$ cat config.mk
export PLATFORM = sky130hd
export DESIGN_NAME = uart_tx_arbiter
export DESIGN_NICKNAME = d
export VERILOG_FILES = /design/src/rtl/uart_pkg.sv /design/src/rtl/rr_arbiter.sv /design/src/rtl/uart_tx_arbiter.sv
export SDC_FILE = /design/constraint.sdc
export NUM_CORES = 1
export LEC_CHECK = 0
export CAP_MARGIN = 40
export CORE_ASPECT_RATIO = 1.2
export CORE_UTILIZATION = 45
export CTS_CLUSTER_SIZE = 20
export DETAILED_ROUTE_END_ITERATION = 7
export GPL_TIMING_DRIVEN = 0
export PLACE_DENSITY = 0.83
export SLEW_MARGIN = 0
export SYNTH_ARGS = -nofsm -noshare
export SYNTH_HDL_FRONTEND = slang
export SYNTH_SLANG_ARGS = --single-unit
$ cat constraint.sdc
create_clock -name clk -period 2.8 [get_ports clk]
set_input_delay 0.42 -clock clk [delete_from_list [all_inputs] [get_ports clk]]
set_output_delay 0.42 -clock clk [all_outputs]
set_load 0.02 [all_outputs]
$ cat src/rtl/uart_pkg.sv
// Shared UART definitions: arbiter state encoding, byte width and ASCII constants
// used by blocks that feed the UART transmitter.
package uart_pkg;

    typedef enum logic [1:0] {
        IDLE      = 2'd0,
        START     = 2'd1,
        WAIT_BUSY = 2'd2,
        WAIT_DONE = 2'd3
    } arb_state_t;

    localparam int UART_DATA_W = 8;

    localparam logic [UART_DATA_W-1:0] CHAR_A  = 8'h41;
    localparam logic [UART_DATA_W-1:0] CHAR_B  = 8'h42;
    localparam logic [UART_DATA_W-1:0] CHAR_C  = 8'h43;
    localparam logic [UART_DATA_W-1:0] CHAR_D  = 8'h44;
    localparam logic [UART_DATA_W-1:0] CHAR_P  = 8'h50;
    localparam logic [UART_DATA_W-1:0] CHAR_LF = 8'h0A;
    localparam logic [UART_DATA_W-1:0] CHAR_CR = 8'h0D;

endpackage

$ cat src/rtl/rr_arbiter.sv
// Combinational round-robin selector: scans requests starting just after the
// last granted index, wrapping modulo N, and returns the first hit.
module rr_arbiter #(
    parameter int N  = 4,
    parameter int IW = $clog2(N)
) (
    input  logic [N-1:0]  req,
    input  logic [IW-1:0] last_idx,
    output logic [N-1:0]  grant,
    output logic [IW-1:0] idx,
    output logic          any
);

    logic [IW-1:0] cand [N];

    // cand[gi] is the index examined at priority position gi (0 = highest)
    generate
        for (genvar gi = 0; gi < N; gi++) begin : g_cand
            logic [IW:0] sum;
            assign sum      = {1'b0, last_idx} + (IW+1)'(gi + 1);
            assign cand[gi] = (sum >= (IW+1)'(N)) ? IW'(sum - (IW+1)'(N)) : sum[IW-1:0];
        end
    endgenerate

    always_comb begin
        grant = '0;
        idx   = '0;
        any   = 1'b0;
        for (int k = N - 1; k >= 0; k--) begin
            if (req[cand[k]]) begin
                idx = cand[k];
                any = 1'b1;
            end
        end
        if (any) begin
            grant[idx] = 1'b1;
        end
    end

endmodule

$ cat src/rtl/uart_tx_arbiter.sv
// Shares one UART transmitter among NUM_REQ requesters with round-robin priority;
// latches the winner's byte, strobes start, and holds the byte until the frame ends.
module uart_tx_arbiter
    import uart_pkg::*;
#(
    parameter int NUM_REQ      = 4,
    parameter int DATA_W       = UART_DATA_W,
    parameter int BUSY_TIMEOUT = 16
) (
    input  logic                      clk,
    input  logic                      i_reset_n,
    input  logic [NUM_REQ-1:0]        i_req,
    input  logic [NUM_REQ*DATA_W-1:0] i_req_data,
    input  logic                      i_uart_busy,
    output logic [NUM_REQ-1:0]        o_grant,
    output logic                      o_start_uart,
    output logic [DATA_W-1:0]         o_uart_data,
    output logic                      o_busy,
    output logic                      o_timeout
);

    localparam int IW = $clog2(NUM_REQ);
    localparam int CW = $clog2(BUSY_TIMEOUT + 1);

    arb_state_t          state_reg;
    logic [IW-1:0]       rr_ptr_reg;
    logic [NUM_REQ-1:0]  grant_reg;
    logic                start_reg;
    logic                timeout_reg;
    logic [DATA_W-1:0]   data_reg;
    logic [CW-1:0]       count_reg;
    logic [CW-1:0]       count_next;

    logic [DATA_W-1:0]   req_bytes [NUM_REQ];
    logic [NUM_REQ-1:0]  sel_grant;
    logic [IW-1:0]       sel_idx;
    logic                sel_any;

    generate
        for (genvar gi = 0; gi < NUM_REQ; gi++) begin : g_unpack
            assign req_bytes[gi] = i_req_data[gi*DATA_W +: DATA_W];
        end
    endgenerate

    rr_arbiter #(
        .N  (NUM_REQ),
        .IW (IW)
    ) u_rr (
        .req      (i_req),
        .last_idx (rr_ptr_reg),
        .grant    (sel_grant),
        .idx      (sel_idx),
        .any      (sel_any)
    );

    assign count_next = count_reg + CW'(1);

    always_ff @(posedge clk) begin
        if (!i_reset_n) begin
            state_reg   <= IDLE;
            rr_ptr_reg  <= IW'(NUM_REQ - 1);
            grant_reg   <= '0;
            start_reg   <= 1'b0;
            timeout_reg <= 1'b0;
            data_reg    <= '0;
            count_reg   <= '0;
        end else begin
            // grant, start and timeout are one-cycle pulses unless re-asserted below
            grant_reg   <= '0;
            start_reg   <= 1'b0;
            timeout_reg <= 1'b0;
            case (state_reg)
                IDLE: begin
                    if (sel_any) begin
                        state_reg  <= START;
                        grant_reg  <= sel_grant;
                        start_reg  <= 1'b1;
                        data_reg   <= req_bytes[sel_idx];
                        rr_ptr_reg <= sel_idx;
                    end
                end
                START: begin
                    count_reg <= '0;
                    state_reg <= WAIT_BUSY;
                end
                WAIT_BUSY: begin
                    if (i_uart_busy) begin
                        state_reg <= WAIT_DONE;
                    end else begin
                        count_reg <= count_next;
                        // transmitter never acknowledged: drop the byte, no retry
                        if (count_next == CW'(BUSY_TIMEOUT)) begin
                            timeout_reg <= 1'b1;
                            state_reg   <= IDLE;
                        end
                    end
                end
                WAIT_DONE: begin
                    if (!i_uart_busy) begin
                        state_reg <= IDLE;
                    end
                end
                default: begin
                    state_reg <= IDLE;
                end
            endcase
        end
    end

    assign o_grant      = grant_reg;
    assign o_start_uart = start_reg;
    assign o_uart_data  = data_reg;
    assign o_busy       = (state_reg != IDLE);
    assign o_timeout    = timeout_reg;

endmodule

==> flow_metrics.tcl <==
set metrics [dict create \
    outcome "finished clean" \
    tritoncts "built" \
    kind_of_end_point_of_the_critical_path "output pin" \
    io-pin-count 54 \
    skew_ns 0.00596 \
    clk_lat_worst_skew_ns 0.31 \
    root_buffer "sky130_fd_sc_hd__clkbuf_4" \
    netlist_top_cells_count "sky130_fd_sc_hd__dfxtp_1 (23), sky130_fd_sc_hd__a211oi_1 (15), sky130_fd_sc_hd__o21ai_0 (14), sky130_fd_sc_hd__mux2i_1 (11), sky130_fd_sc_hd__inv_1 (9)" \
    hold_path_class "primary input to flip-flop" \
    syn_area_per_cell_um2 8.76 \
    route.detailed.wl_per_inst_um 13.7 \
    holdWs_ns 0.442 \
    postSynthNetCount 192 \
    ys_top_cells_by_area "sky130_fd_sc_hd__dfxtp_1 (35%), sky130_fd_sc_hd__a211oi_1 (8.5%), sky130_fd_sc_hd__mux2i_1 (8.3%), sky130_fd_sc_hd__o21ai_0 (5.3%), sky130_fd_sc_hd__a31oi_1 (3.8%)" \
    asr_flop_ratio_synth_pct 0 \
    globalRouteOverflowTotal 0 \
    dpl.hpwl_mm 2.59 \
    cells_after_synth 152 \
    required_time_of_the_critical_path_ns 2.38 \
    cellPowerDensity_nw_per_um2 491 \
    slew-limit-headroom_pct 52.0 \
    grt_pass1_vias 1237 \
    synth-seq-area-share_pct 34.6 \
    area.growth.synth_to_final_pct 43.6 \
    critical_path_peak_fanout 6 \
    yosys.area_share.xor_xnor_pct 0 \
    cts_resized 0 \
    detailedRoute.firstPassIterationCount 4 \
    max_ffs_per_register 8 \
    placedInstanceArea_um2 1880 \
    numCtsBuffers 3 \
    drt_iter0_markers 29 \
    via_count 1342 \
    worst_setup_hold_path_clk_slew_ns 0.13 \
    drcViolationCount 0 \
    setup_violations 0 \
    core_area_um2 2810 \
    rows 21 \
    die-height_um 61.6 \
    min_period_over_period_pct 76.0 \
    clock_tree.buffer_depth 2 \
    share_of_synthesized_area_spent_on_multiplexers_pct 8.27 \
    placement.io_buffers 51 \
    fin_setup_tns_ns 0 \
    yosys.area.top_type_share_pct 34.6 \
    max-vdd-ir-drop_mv 0.242 \
    grt_first_pass_wirelength_mm 5.31 \
    synth_ff_type "sky130_fd_sc_hd__dfxtp_1" \
    design_area_um2 1910 \
    layout.nets 248 \
    number_of_diodes 0 \
    finalHoldViolations 0 \
    chipWidth_um 51.7 \
    post_cts_hold_buffer_count 0 \
    synth_warnings 0 \
    final-seq-area_um2 460 \
    worstSetupPathType "flip-flop to output pin" \
    library_cells_used_by_synthesis 39 \
    worstMarginPinSlew_ns 0.720 \
    cts-htree-levels 1 \
    drt-vias-per-instance 5.57 \
    drive_above_1_share_pct 8.70 \
    synthDominantAreaCellType "sky130_fd_sc_hd__dfxtp_1" \
    drv_slew 0 \
    fill_cells 236 \
    synth_edf_count 0 \
    finish.utilization_pct 68.0 \
    tritoncts_num_sinks 23 \
    ant_nets 0 \
    syn-cell-area_um2 1330 \
    initial_core_utilization_pct 47.4 \
    multi_input_area_um2 746 \
    synth_compound_area_share_pct 28.9 \
    finalWeightedCongestion 0.738 \
    power.static_leakage_nw 0.742 \
    grt_setup_unrepaired "no" \
    synth_simple_gate_area_share_pct 17.9 \
    synth.ff_latch_count 23 \
    critPathArrivalTime_ns 1.71 \
    yosys.cell_count.top_type "sky130_fd_sc_hd__dfxtp_1" \
    arithmetic_cell_share_of_the_synthesized_area_counting_full_adders_half_adders_and_majority_gates_pct 0.940 \
    drt-total-wl_mm 3.31 \
    start_kind "flip-flop" \
    max_freq_ghz 0.470 \
    finalCriticalPeriod_ns 2.13 \
    cts.repair_timing.setup_buffer_count 0 \
    grt_start_max_net_pins 14 \
    grt_usage_pct 22.5 \
    cap_violations 0 \
    dieArea_um2 3180 \
    main_combinational_cell_family_by_area_after_synthesis "compound AO/OA/AOI/OAI gates" \
    antenna_violations_before_repair 0 \
]
==> layer usage <==
metal	wire, um	vias up	global-route usage, %
met1	1400	629	24.2
li1	-	667	-
met2	1700	42	44.7
met5	0	-	0
met3	171	4	3.95
met4	40	0	5.79
==> metrics by stage <==
| step | setup slack [ns] | instances | power [mW] |
|---|---|---|---|
| 6_report | 0.673 | 241 | 0.939 |
| 5_1_grt | 0.589 | 241 | 0.985 |
| 4_1_cts | 0.674 | 241 | 0.940 |
| 3_5_place_dp | 0.450 | 237 | 0.789 |
| 3_3_place_gp | 0.495 | 237 | 0.779 |
| 2_1_floorplan | 1.10 | 152 | 0.628 |
==> cells in the final DEF, fill, tap and decap left out, types with 5 or more instances in the layout <==
cell and count:
sky130_fd_sc_hd__a211oi_1 15, sky130_fd_sc_hd__a31oi_1 8, sky130_fd_sc_hd__and2_1 5, sky130_fd_sc_hd__clkdlybuf4s50_1 51, sky130_fd_sc_hd__dfxtp_1 23, sky130_fd_sc_hd__inv_1 9, sky130_fd_sc_hd__mux2i_1 11, sky130_fd_sc_hd__nand2_1 6
sky130_fd_sc_hd__nand2b_1 5, sky130_fd_sc_hd__nor2_1 8, sky130_fd_sc_hd__o21ai_0 14
==> power by group <==
part           switching, mW  internal [mW]  total, mW
Combinational          0.191          0.199      0.390
Sequential            0.0274          0.366      0.394
Clock                  0.102         0.0534      0.155
Total                  0.320          0.619      0.939
==> worst max-delay path, stage by stage, from the launching register on <==
cell                              delay (ns)
sky130_fd_sc_hd__dfxtp_1                0.42
sky130_fd_sc_hd__or2_2                  0.14
sky130_fd_sc_hd__clkbuf_1               0.20
sky130_fd_sc_hd__clkdlybuf4s50_1        0.64
==> final cells by class <==
type,instances,share of cell area [%]
multi-input combinational,109,39.0
timing repair buffer,51,26.7
sequential,23,24.1
buffer,11,4.78
tap,34,2.23
inverter,9,1.77
clock buffer,3,1.18
clock inverter,1,0.262
==> logic make-up after synthesis <==
| group | Yosys count |
|---|---|
| compound gates | 56 |
| flops | 23 |
| simple gates | 41 |
| fa+ha+maj | 1 |
| mux | 11 |
| buf+inv | 20 |
==> path summary, 6_finish.rpt <==
kind / from / end / slack [ns] / depth (start not counted)
max: state_reg[1] / o_busy / 0.67 / 3
min: i_reset_n / o_uart_data[7] / 0.44 / 3
max reg2reg: state_reg[1] / o_grant[2] / 0.88 / 6
min reg2reg: o_uart_data[3] / o_uart_data[3] / 0.56 / 2
Power figures use the tool's default switching activity.
